**src/rtl/display_pkg.sv**
```systemverilog
// rtl/display_pkg.sv - shared types, codes and constant helpers for the result display
package display_pkg;

    // One 4-bit code per display digit: 0-9 are decimal digits, CODE_DASH draws a dash.
    typedef logic [3:0] digit_t;

    localparam digit_t CODE_DASH = 4'hA;
    localparam digit_t CODE_ZERO = 4'h0;

    typedef enum logic [1:0] {
        ST_IDLE,
        ST_SHIFT,
        ST_COMMIT
    } conv_state_t;

    // 10^n as a 64-bit constant, used for the overflow limits.
    function automatic logic [63:0] pow10(input int n);
        logic [63:0] r;
        r = 64'd1;
        for (int i = 0; i < n; i++) begin
            r = r * 64'd10;
        end
        return r;
    endfunction

    // Number of decimal digits needed for the largest WIDTH-bit value.
    function automatic int dec_digits(input int width);
        logic [63:0] m;
        int          n;
        m = (64'd1 << width) - 64'd1;
        n = 1;
        for (int i = 0; i < 20; i++) begin
            if (m >= 64'd10) begin
                m = m / 64'd10;
                n = n + 1;
            end
        end
        return n;
    endfunction

endpackage

```
**src/rtl/bin_to_bcd_seq.sv**
```systemverilog
// rtl/bin_to_bcd_seq.sv - sequential shift-add-3 binary to BCD converter
//
// Ports:
//   clk, rst_n : clock, synchronous active-low reset
//   start      : accepted only in IDLE; captures bin
//   bin        : WIDTH-bit unsigned input
//   busy       : high from the accepting edge until the edge leaving COMMIT
//   done       : high for the single COMMIT cycle; bcd is final while done=1
//   bcd        : NIBBLES packed BCD digits, least significant nibble at [3:0]
module bin_to_bcd_seq
    import display_pkg::*;
#(
    parameter int WIDTH   = 8,
    parameter int NIBBLES = 3
) (
    input  logic                   clk,
    input  logic                   rst_n,
    input  logic                   start,
    input  logic [WIDTH-1:0]       bin,
    output logic                   busy,
    output logic                   done,
    output logic [4*NIBBLES-1:0]   bcd
);

    localparam int CW = $clog2(WIDTH + 1);

    conv_state_t           state;
    logic [CW-1:0]         cnt;
    logic [WIDTH-1:0]      bin_r;
    logic [4*NIBBLES-1:0]  bcd_r;
    logic [4*NIBBLES-1:0]  bcd_adj;

    // Add-3 correction applied before every shift so that a nibble >= 5
    // carries correctly into the next decade once doubled.
    always_comb begin
        bcd_adj = bcd_r;
        for (int i = 0; i < NIBBLES; i++) begin
            if (bcd_r[4*i +: 4] >= 4'd5) begin
                bcd_adj[4*i +: 4] = bcd_r[4*i +: 4] + 4'd3;
            end
        end
    end

    always_ff @(posedge clk) begin
        if (!rst_n) begin
            state <= ST_IDLE;
            cnt   <= '0;
            bin_r <= '0;
            bcd_r <= '0;
            busy  <= 1'b0;
            done  <= 1'b0;
        end else begin
            case (state)
                ST_IDLE: begin
                    done <= 1'b0;
                    if (start) begin
                        bin_r <= bin;
                        bcd_r <= '0;
                        cnt   <= CW'(WIDTH);
                        busy  <= 1'b1;
                        state <= ST_SHIFT;
                    end
                end
                ST_SHIFT: begin
                    {bcd_r, bin_r} <= {bcd_adj, bin_r} << 1;
                    cnt <= cnt - 1'b1;
                    if (cnt == CW'(1)) begin
                        done  <= 1'b1;
                        state <= ST_COMMIT;
                    end
                end
                ST_COMMIT: begin
                    done  <= 1'b0;
                    busy  <= 1'b0;
                    state <= ST_IDLE;
                end
                default: begin
                    done  <= 1'b0;
                    busy  <= 1'b0;
                    state <= ST_IDLE;
                end
            endcase
        end
    end

    assign bcd = bcd_r;

endmodule

```
**src/rtl/display_scan_controller.sv**
```systemverilog
// rtl/display_scan_controller.sv - BCD conversion, sign/overflow commit and digit multiplexing
//
// Ports:
//   clk, rst_n : clock, synchronous active-low reset
//   value_in   : unsigned magnitude, neg_in : sign flag
//   load       : one-cycle convert request, ignored while busy
//   busy       : conversion in progress
//   overflow   : last committed value did not fit the display
//   digit_num  : code of the currently selected digit (0-9, 4'hA dash)
//   digit_sel  : one-hot enable of the currently selected digit (bit 0 = LSD)
module display_scan_controller
    import display_pkg::*;
#(
    parameter int WIDTH       = 8,
    parameter int DIGITS      = 3,
    parameter int REFRESH_DIV = 50000
) (
    input  logic              clk,
    input  logic              rst_n,
    input  logic [WIDTH-1:0]  value_in,
    input  logic              neg_in,
    input  logic              load,
    output logic              busy,
    output logic              overflow,
    output logic [3:0]        digit_num,
    output logic [DIGITS-1:0] digit_sel
);

    localparam int BCD_N = (dec_digits(WIDTH) > DIGITS) ? dec_digits(WIDTH) : DIGITS;
    localparam logic [63:0] LIMIT_POS = pow10(DIGITS);
    localparam logic [63:0] LIMIT_NEG = pow10(DIGITS - 1);
    localparam int RW = (REFRESH_DIV > 1) ? $clog2(REFRESH_DIV) : 1;
    localparam int IW = $clog2(DIGITS);

    typedef digit_t digit_arr_t [DIGITS];

    digit_arr_t          held;
    digit_arr_t          held_d;
    logic                start;
    logic                conv_busy;
    logic                conv_done;
    logic [4*BCD_N-1:0]  conv_bcd;
    logic                neg_r;
    logic                ovf_pend;
    logic [63:0]         value_ext;
    logic [RW-1:0]       rcnt;
    logic [RW-1:0]       rcnt_d;
    logic [IW-1:0]       idx;
    logic [IW-1:0]       idx_d;
    logic                rwrap;

    assign start     = load & ~conv_busy;
    assign busy      = conv_busy;
    assign value_ext = 64'(value_in);

    bin_to_bcd_seq #(
        .WIDTH   (WIDTH),
        .NIBBLES (BCD_N)
    ) u_conv (
        .clk   (clk),
        .rst_n (rst_n),
        .start (start),
        .bin   (value_in),
        .busy  (conv_busy),
        .done  (conv_done),
        .bcd   (conv_bcd)
    );

    // Sign and overflow are decided when the request is accepted, so the
    // converter only has to deal with the magnitude.
    always_ff @(posedge clk) begin
        if (!rst_n) begin
            neg_r    <= 1'b0;
            ovf_pend <= 1'b0;
        end else if (start) begin
            neg_r    <= neg_in;
            ovf_pend <= neg_in ? (value_ext >= LIMIT_NEG) : (value_ext >= LIMIT_POS);
        end
    end

    // Next held digits: only the COMMIT cycle changes them.
    always_comb begin
        held_d = held;
        if (conv_done) begin
            for (int i = 0; i < DIGITS; i++) begin
                if (ovf_pend) begin
                    held_d[i] = CODE_DASH;
                end else if (neg_r && (i == DIGITS - 1)) begin
                    held_d[i] = CODE_DASH;
                end else begin
                    held_d[i] = conv_bcd[4*i +: 4];
                end
            end
        end
    end

    always_comb begin
        rwrap  = (rcnt == RW'(REFRESH_DIV - 1));
        rcnt_d = rwrap ? '0 : rcnt + 1'b1;
        idx_d  = idx;
        if (rwrap) begin
            idx_d = (idx == IW'(DIGITS - 1)) ? '0 : idx + 1'b1;
        end
    end

    // digit_num is taken from the next-state digits and index so that it
    // always matches digit_sel and a fresh commit shows up on the same edge.
    always_ff @(posedge clk) begin
        if (!rst_n) begin
            held      <= '{default: CODE_ZERO};
            overflow  <= 1'b0;
            rcnt      <= '0;
            idx       <= '0;
            digit_sel <= DIGITS'(1);
            digit_num <= CODE_ZERO;
        end else begin
            held      <= held_d;
            if (conv_done) begin
                overflow <= ovf_pend;
            end
            rcnt      <= rcnt_d;
            idx       <= idx_d;
            digit_sel <= DIGITS'(1) << idx_d;
            digit_num <= held_d[idx_d];
        end
    end

endmodule

```
**config.mk**
```make
export PLATFORM = sky130hd
export DESIGN_NAME = display_scan_controller
export DESIGN_NICKNAME = d
export VERILOG_FILES = /design/src/rtl/display_pkg.sv /design/src/rtl/bin_to_bcd_seq.sv /design/src/rtl/display_scan_controller.sv
export SDC_FILE = /design/constraint.sdc
export NUM_CORES = 1
export LEC_CHECK = 0
export BUFFER_PORTS_ARGS = -buffer_cell sky130_fd_sc_hd__buf_2
export CAP_MARGIN = 30
export CORE_MARGIN = 4
export CORE_UTILIZATION = 45
export CTS_CLUSTER_DIAMETER = 40
export CTS_CLUSTER_SIZE = 8
export DETAILED_ROUTE_END_ITERATION = 8
export GPL_TIMING_DRIVEN = 0
export HOLD_SLACK_MARGIN = 0.15
export SLEW_MARGIN = 20
export SYNTH_ARGS = -nofsm -noshare
export SYNTH_HDL_FRONTEND = slang
export SYNTH_SLANG_ARGS = --single-unit
```
**constraint.sdc**
```tcl
create_clock -name clk -period 1.75 [get_ports clk]
set_input_delay 0.0875 -clock clk [delete_from_list [all_inputs] [get_ports clk]]
set_output_delay 0.0875 -clock clk [all_outputs]
set_load 0.1 [all_outputs]
```
## Word-level counts from Yosys, hierarchy flattened

Index checks and enable logic that the tools add are counted.

- Bits in registers: 68
- Word-level logic and storage cells: 72

- Add/subtract/negate cells: 6
- $lt $le $gt $ge: 6
- Equality and inequality tests: 6
- Shift-type cells: 1
- Mux-type cells: 25
- Bitwise operators: 5
- Reduce and logical (&&, ||, !) cells: 7

Operators by type and width:

| operator | count |
|---|---|
| 4-bit two-way mux | 9 |
| 12-bit two-way mux | 2 |
| 12-bit one-hot mux with 2 select lines | 1 |
| 16-bit by 1-bit adder with 16-bit output, second input constant | 1 |
| 16-bit == test, second input constant | 1 |
| 8-bit one-hot mux with 2 select lines | 1 |
| 4-bit by 3-bit >= comparator with 1-bit output, second input constant | 3 |
| 8-bit by 10-bit >= comparator with 1-bit output, second input constant | 1 |
| 4-bit by 2-bit adder with 4-bit output, second input constant | 2 |
| 4-bit binary-select mux with 2-bit select | 1 |
| 8-bit by 7-bit >= comparator with 1-bit output, second input constant | 1 |
| 2-bit two-way mux | 4 |
| 8-bit two-way mux | 1 |
| 4-bit one-hot mux with 2 select lines | 1 |
| 2-bit AND reduction | 4 |
| 4-bit by 1-bit == test with 1-bit output, second input constant | 1 |
| 2-bit one-hot mux with 2 select lines | 1 |
| 4-bit by 1-bit subtractor with 4-bit output, second input constant | 1 |
| 3-bit by 2-bit adder with 3-bit output, second input constant | 1 |
| 3-bit >= comparator, second input constant | 1 |
| 3-bit two-way mux | 1 |
| 1-bit inverter | 3 |
| 2-bit inverter with 3-bit output | 1 |
| 1-bit by 2-bit left shift with 3-bit output, first input constant | 1 |
| other kinds (11) | 12 |

## Logic depth before layout (Yosys ltp)

Gate-level depths: netlist of run 1.

- Depth in word-level cells: 7
- Gate-level depth with buffers: 7
- Gate-level depth less buffers: 7

## By module

Synthesis of run 1 repeated with hierarchy kept, for this count alone.

- Cell total of the unflattened synthesis: 351
- Area, all modules: 3190.6 µm²

By module, submodules not included:

| module | instances | cells an instance | area each (µm²) |
|---|---|---|---|
| display_scan_controller | 1 | 188 | 1801.7 |
| bin_to_bcd_seq | 1 | 163 | 1388.8 |

## Least setup slack after synthesis of run 1

Ideal clock, no wire load.

- Kind: flip-flop to flip-flop
- Start point: register u_conv.busy
- End point: register u_conv.bin_r[1]
- Library setup time: 0.060 ns
- Arrival time: 1.989 ns
- Slack: -0.299 ns
- Stages on the path, launching flop included: 7
- Buffers on the path: 1
- Clock period less this slack: 2.049 ns
- Cell sequence: dfxtp_1 nor2b_1 o21bai_1 and2_1 clkbuf_1 a222oi_1 inv_1

- Cells in the longest elaborated chain, start to end: 4

Ends and longest elaborated chain:

| what | line | RTL |
|---|---|---|
| start, declared | bin_to_bcd_seq.sv:20 | `output logic busy,` |
| start signal, assigned | bin_to_bcd_seq.sv:50 | `busy <= 1'b0;` |
| start signal, assigned | bin_to_bcd_seq.sv:60 | `busy <= 1'b1;` |
| start signal, assigned | bin_to_bcd_seq.sv:74 | `busy <= 1'b0;` |
| 1-bit inverter | display_scan_controller.sv:52 | `assign start = load & ~conv_busy;` |
| 1-bit AND | display_scan_controller.sv:52 |  |
| 2-bit inequality test (no source line) | - |  |
| 2-bit AND reduction (no source line) | - |  |
| end signal, assigned | bin_to_bcd_seq.sv:57 | `bin_r <= bin;` |
| end signal, assigned | bin_to_bcd_seq.sv:65 | `{bcd_r, bin_r} <= {bcd_adj, bin_r} << 1;` |
| end, declared | bin_to_bcd_seq.sv:29 | `logic [WIDTH-1:0] bin_r;` |

No other way between the ends.
A chain may end at the register's enable or synchronous reset.

## Final worst setup path of run 1

- Start point: register rcnt[0]
- End point: register digit_num[3]

- Cells in the longest elaborated chain, start to end: 6

Ends and longest elaborated chain:

| what | line | RTL |
|---|---|---|
| start, declared | display_scan_controller.sv:46 | `logic [RW-1:0] rcnt;` |
| start signal, assigned | display_scan_controller.sv:121 | `rcnt <= rcnt_d;` |
| 16-bit == test | display_scan_controller.sv:98 | `rwrap = (rcnt == RW'(REFRESH_DIV - 1));` |
| 2-bit two-way mux | display_scan_controller.sv:101 | `if (rwrap) begin` |
| 2-bit inverter with 3-bit output (implied by the code) | display_scan_controller.sv:124 | `digit_num <= held_d[idx_d];` |
| 4-bit binary-select mux with 2-bit select | display_scan_controller.sv:124 |  |
| 4-bit two-way mux (implied by the code) (2 in series) | display_scan_controller.sv:124 |  |
| end signal, assigned | display_scan_controller.sv:124 |  |
| end, declared | display_scan_controller.sv:25 | `output logic [3:0] digit_num,` |

No other way between the ends. The select of a mux whose other input is x is not followed.

==> results of run 1 <==
[what timing repair did]
item / 4_1_cts / 5_1_grt
pin swaps: 2 / 4
gates cloned: 0 / 0
setup buffers: 2 / 0
gates resized for setup: 12 / 16
endpoints found under the setup margin: 14 / 26
hold buffers: 9 / 0
hold endpoints to repair: 8 / 0
[sequential cells by signal (all words and copies together) (netlist names)]
register and count:
idx 2, u_conv.done 1, digit_sel 3, u_conv.busy 1
u_conv.state 2, digit_num 4, u_conv.bin_r 8, ovf_pend 1
rcnt 16, u_conv.cnt 4, held 12, u_conv.bcd 12
neg_r 1, overflow 1
[layout make-up]
cell class	instances	share of cell area (%)
clock buffer	10	3.540
sequential	68	38.04
inverter	29	3.020
timing repair buffer	31	6.040
buffer	13	1.874
multi-input combinational	229	42.35
tap	77	2.673
clock inverter	6	2.464
[where the power goes]
part	switching, mW	internal (mW)	total (mW)
Clock	0.613	0.802	1.41
Combinational	0.211	0.130	0.341
Sequential	0.0408	1.60	1.64
Total	0.865	2.54	3.40
[kinds of logic after synthesis]
| logic type | after synthesis |
|---|---|
| AND/OR/NAND/NOR | 123 |
| adder cells (fa/ha/maj) | 9 |
| multiplexers | 10 |
| flip-flops | 68 |
| XOR/XNOR | 17 |
| buffers and inverters | 44 |
| AO/OA/AOI/OAI | 70 |
[per-stage QoR]
step | worst slack (ns) | total power, mW
floorplan | 0.05121 | 1.891
global placement | -0.08576 | 1.982
detailed placement | -0.1075 | 1.986
CTS | 0.001660 | 3.423
global route | -0.1012 | 3.554
finish | 0.006713 | 3.400
[synth_stat cells, drive strengths merged]
library cell / n / share of area (%)
nand2: 22 / 2.8
nand3: 8 / 1.3
a222oi: 4 / 1.3
ha: 9 / 3.8
dfxtp: 68 / 45
or3: 4 / 0.83
xor2: 6 / 1.8
a21oi: 23 / 3.8
nor2: 44 / 5.5
a22o: 2 / 0.58
and4: 1 / 0.33
and3: 5 / 1.1
o21bai: 2 / 0.50
o211ai: 2 / 0.50
mux2i: 7 / 2.3
clkbuf: 10 / 1.3
nand3b: 1 / 0.25
and4bb: 2 / 0.83
o22ai: 9 / 1.9
a21o: 2 / 0.50
xnor2: 11 / 3.2
a22oi: 4 / 1.0
nand4: 5 / 1.5
nor4b: 1 / 0.79
a2bb2oi: 2 / 0.58
nor3b: 1 / 0.25
o21ai: 14 / 2.3
and2: 10 / 2.1
mux2: 3 / 1.3
nand2b: 6 / 1.3
inv: 29 / 3.6
o221a: 4 / 1.5
buf: 5 / 1.2
o311a: 1 / 0.33
a31oi: 1 / 0.21
nor2b: 2 / 0.42
nor3: 11 / 1.8
[routing by layer]
metal,up-vias,routed length (um),part of all wire (%)
met3,14,279,4.2
met1,1155,3215,48
met4,0,153,2.3
met5,-,0,0
met2,52,2996,45
li1,1255,-,-
[critical path, cell delays in order, from the launching register on]
cell,delay [ns]
dfxtp_2,0.36
ha_4,0.14
and3_4,0.22
nand4_4,0.18
mux2_4,0.41
mux2i_2,0.20
o22ai_2,0.11
[worst min-delay path by stage]
stage               slack (ns)         from              end
floorplan                 0.21  value_in[0]  u_conv.bin_r[0]
global placement          0.31  value_in[0]  u_conv.bin_r[0]
detailed placement        0.31  value_in[0]  u_conv.bin_r[0]
CTS                       0.17        rst_n         rcnt[13]
global route              0.20        rst_n         rcnt[11]
finish                    0.17        rst_n         rcnt[13]
==> summary.md, run 1 <==
| Metric | Value |
|---|---|
| Starting Density | `46.70%` |
| Ys Warns | `0` |
| Main combinational cell family by area after synthesis | `simple AND/OR/NAND/NOR gates` |
| Via-to-Cell Ratio | `5.348` |
| Synth-to-Final Area Change | `20.19%` |
| Most common cell after layout, fill and taps aside | `dfxtp_1` |
| Fin. Hold Viols | `0` |
| DRT Pass-1 Iters | `4` |
| Die Height | `89.64 um` |
| Gr usage total | `between 10% and 20%` |
| Worst-path clk slew | `~0.080 ns` |
| Critical path class | `reg2reg` |
| Wirelength per Cell | `14.35 um` |
| Core area | `6422 um2` |
| Post-layout min period | `1.743 ns` |
| Vias in the first global route | `2384` |
| Reg area | `1371 um2` |
| Ant diodes | `0` |
| Die X | `between 80 and 90 um` |
| Adder-Cell Fraction of Synth Area | `about 3.8%` |
| Critical path capture point type | `flop` |
| Share of cells above drive strength 1 | `around a fifth` |
| Placed Cells | `approximately 440` |
| Gr ovfl total | `0` |
| Synth Net Count | `roughly 360` |
| RSZ-0062 raised after global routing | `yes` |
| Clk sinks | `around 70` |
| Synth Area in Compound Gates | `between 15 and 20%` |
| R2R Path End | `digit_num[3]` |
| Multiplexer share of the synthesized area | `about 3.6%` |
| Yosys reg bits | `between 60 and 70` |
| Reg2Reg Launch Point | `rcnt[0]` |
| Max Slew Vio Count | `0` |
| Top Ports | `21` |
| Final Cycle Share | `between 90% and 100%` |
| Outcome | `finished, final reports clean` |
| Initial antenna violation count | `0` |
| M1 GR Usage | `23.57%` |
| Fillers | `~600` |
| Total CTS buffers | `9` |
| Crit path launch | `rcnt[0]` |
| Number of distinct library cells after synthesis | `42` |
| Hpwl dp | `~4500 um` |
| H-tree depth | `3` |
| Max Cap Violations | `0` |
| Leakage | `roughly 1.4 nW` |
| Slew of the pin with the lowest slew margin | `0.5252 ns` |
| Drc violations | `0` |
| Worst Reg-to-Reg Cells | `6` |
| RePlAce Congestion | `0.8491` |
| Post-synthesis simple-gate area fraction | `between 20% and 30%` |
| Fmax | `0.5736 GHz` |
| Met2 GRT Util | `~29%` |
| Area occupied by multi-input gates | `approximately 1500 um2` |
| Post-Synth XOR/XNOR Area | `under 10%` |
| Final core occ | `between 50% and 60%` |
| Die Area | `roughly 8000 um2` |
| Clock latency on the worst-skew pair | `between 0.3 and 0.4 ns` |
| Post-Syn Area per Cell | `between 8 and 9 um2` |
| WHS | `0.1691 ns` |
| Setup crit start kind | `flop` |
| R2r setup slk | `between 0.006 and 0.007 ns` |
| CP Max Fanout | `6` |
| CTS root buf | `clkbuf_8` |
| Most frequent cells in the layout | `dfxtp_1 (60), nor2_1 (44), inv_1 (29)` |
| Post-synthesis sequential area ratio | `45.39%` |
| Critical path arrival | `slightly below 2 ns` |
| CTS tree | `built` |
| Post-route ant nets | `0` |
| Busiest grt layer | `met2` |
| Final setup violation count | `0` |
| Post-placement cell area | `about 3200 um2` |
| Largest net degree at the start of global routing | `13` |
| Crit path capture | `digit_num[3]` |
| Post-Route Setup TNS | `0 ns` |
| Via count | `2476` |
| Post-Syn Area | `about 3000 um2` |
| Peak VDD IR | `approximately 0.44 mV` |
| Design Area, Final | `~3600 um2` |
| Port bufs | `20` |
| First-pass GRT wire length | `~11000 um` |
| Hold path depth | `3` |
| Power per cell area | `943.3 nW/um2` |
| Max clock buf depth | `2` |
| Non-Filler Instances | `roughly 460` |
| Initial drt markers | `98` |
| Max transition margin | `about two thirds` |
| Nets | `402` |
| Clk_skew | `roughly 0.0082 ns` |
| Met3 usage | `around 5.7%` |
| FP Rows | `29` |
| Req. time, crit path | `1.98 ns` |
| Post-Syn Instances | `approximately 340` |
| Min-Delay Path Class | `in2reg` |
| Total routed wirelength | `~6600 um` |
Note: power is estimated with default switching activity, not from simulation.
==> inputs of run 2 (changes only) <==
--- a/config.mk
+++ b/config.mk
@@ -14,6 +14,7 @@
 export DETAILED_ROUTE_END_ITERATION = 8
 export GPL_TIMING_DRIVEN = 0
 export HOLD_SLACK_MARGIN = 0.15
+export SETUP_SLACK_MARGIN = 0.3
 export SLEW_MARGIN = 20
 export SYNTH_ARGS = -nofsm -noshare
 export SYNTH_HDL_FRONTEND = slang
==> summary.md, run 2 (synthesis gave the netlist of run 1 again) <==
| Metric | Value |
|---|---|
| Max reg flops | `16` |
| Non-Filler Instances | `~490` |
| Clock latency on the worst-skew pair | `approximately 0.35 ns` |
| Core area | `6422 um2` |
| Hpwl dp | `4571 um` |
| Max clock buf depth | `2` |
| Max Cap Violations | `0` |
| Most common cell after layout, fill and taps aside | `dfxtp_1` |
| Port bufs | `20` |
| Cts hold-fix bufs | `9` |
| Req. time, crit path | `just under 2 ns` |
| Total routed wirelength | `around 7200 um` |
| Max Slew Vio Count | `0` |
| DRT Pass-1 Iters | `5` |
| Area occupied by multi-input gates | `~1700 um2` |
| CTS tree | `built` |
| Die Area | `around 8000 um2` |
| Drc violations | `0` |
| Critical path class | `reg2reg` |
| Total CTS buffers | `9` |
| Fmax | `around 0.60 GHz` |
| Setup crit start kind | `flop` |
| Top Ports | `21` |
| RSZ-0062 raised after global routing | `yes` |
| First-pass GRT wire length | `around 12000 um` |
| Placed Cells | `around 440` |
| Biggest register | `rcnt` |
| Outcome | `finished, final reports clean` |
| Synth-to-Final Area Change | `32.87%` |
| Reg2Reg Launch Point | `rcnt[1]` |
| Worst-path clk slew | `about 0.080 ns` |
| Slew of the pin with the lowest slew margin | `between 0.6 and 0.7 ns` |
| Post-route ant nets | `0` |
| Via-to-Cell Ratio | `~5.2` |
| Initial antenna violation count | `0` |
| Post-placement cell area | `3263 um2` |
| Slowest cell on the critical path | `mux2_4` |
| Clk sinks | `between 60 and 70` |
| Gr usage total | `between 10% and 20%` |
| Worst Reg-to-Reg Cells | `7` |
| Cell-by-cell trace of the critical path | `ha_4 -> and3_4 -> buf_6 -> nand4_4 -> mux2_4 -> mux2i_1 -> o22ai_1` |
| Die Height | `roughly 90 um` |
| Post-layout min period | `roughly 1.7 ns` |
| Final setup violation count | `0` |
| Final Cycle Share | `between 90% and 100%` |
| Vias in the first global route | `between 2000 and 2500` |
| Max transition margin | `about three fifths` |
| CP Max Fanout | `5` |
| Worst setup margin | `0.09326 ns` |
| Critical path arrival | `~1.9 ns` |
| Design Area, Final | `around 4000 um2` |
| Peak VDD IR | `slightly above 0.5 mV` |
| Nets | `approximately 430` |
| Max stage delay on crit path | `approximately 0.39 ns` |
| Fin. Hold Viols | `0` |
| Share of cells above drive strength 1 | `33.33%` |
| Gr ovfl total | `0` |
| Critical path capture point type | `flop` |
| Ant diodes | `0` |
| Largest net degree at the start of global routing | `13` |
| Hold Path Origin | `rst_n` |
| Pre-CTS WS | `-0.01528 ns` |
| Via count | `2585` |
| Die X | `approximately 90 um` |
| CTS root buf | `clkbuf_8` |
| Starting Density | `a little under half` |
| FP Rows | `29` |
| Most frequent cells in the layout | `dfxtp_1 (53), nor2_1 (43), buf_4 (30)` |
| Hold path depth | `3` |
| Min-Delay Path Class | `in2reg` |
| Final core occ | `between 60% and 70%` |
| Fillers | `around 560` |
| Reg area | `roughly 1400 um2` |
| Initial drt markers | `111` |
| Crit path launch | `rcnt[1]` |
| Leakage | `1.659 nW` |
| Wirelength per Cell | `approximately 15 um` |
| RePlAce Congestion | `around 0.77` |
| H-tree depth | `3` |
| Power per cell area | `808.7 nW/um2` |
| Clk_skew | `between 0.01 and 0.015 ns` |
==> run 2: per-layer routing <==
layer  global-route usage, %  vias to the layer above  routed length, um
met5                       0                        -                  0
met4                   8.660                        0                140
met3                   3.558                       11                193
met2                   30.05                       43               3457
met1                   26.11                     1220               3450
li1                        -                     1311                  -
==> run 2: worst max-delay path, delay by kind of cell, from the launching register on <==
kind,cells,cell delay [ns]
buffers and inverters,1,0.10
AO/OA/AOI/OAI,1,0.10
flip-flops,1,0.35
adder cells (fa/ha/maj),1,0.13
AND/OR/NAND/NOR,2,0.30
multiplexers,2,0.55
==> run 2: final cells by class <==
type / count / area share [%]
Inverter: 29 / 2.794
Timing Repair Buffer: 60 / 11.08
Clock buffer: 10 / 3.454
Buffer: 15 / 2.512
Tap cell: 77 / 2.418
Clock inverter: 6 / 1.005
Sequential cell: 68 / 34.95
Multi-Input combinational cell: 229 / 41.79
==> run 2: timing repair <==
item / CTS / global route
setup endpoints to repair: 39 / 43
pin swaps: 7 / 23
gates resized for setup: 30 / 43
gates cloned: 0 / 1
buffers inserted: 17 / 13
endpoints found under the hold margin: 8 / 4
==> run 2: power by group <==
part           leakage, nW  switching, mW  internal, mW  total, mW
clock               0.0920          0.629         0.550       1.18
combinational         1.01          0.231         0.172      0.403
sequential           0.560         0.0418          1.60       1.64
==> run 2: final timing paths <==
| path | to | slack (ns) |
|---|---|---|
| max | digit_num[3] | 0.09 |
| min | rcnt[13] | 0.12 |
| max reg2reg | digit_num[3] | 0.09 |
| min reg2reg | u_conv.bin_r[1] | 0.47 |
==> run 2: metrics by stage <==
| stage | hold slack (ns) | setup TNS (ns) | total power, mW |
|---|---|---|---|
| final | 0.1176 | 0 | 3.223 |
| after global routing | 0.1229 | 0 | 3.363 |
| after CTS | 0.1582 | 0 | 3.206 |
| after detailed placement | 0.3113 | -0.01980 | 2.000 |
| after global placement | 0.3052 | -0.03250 | 1.997 |
| after floorplan | 0.2130 | 0 | 1.905 |
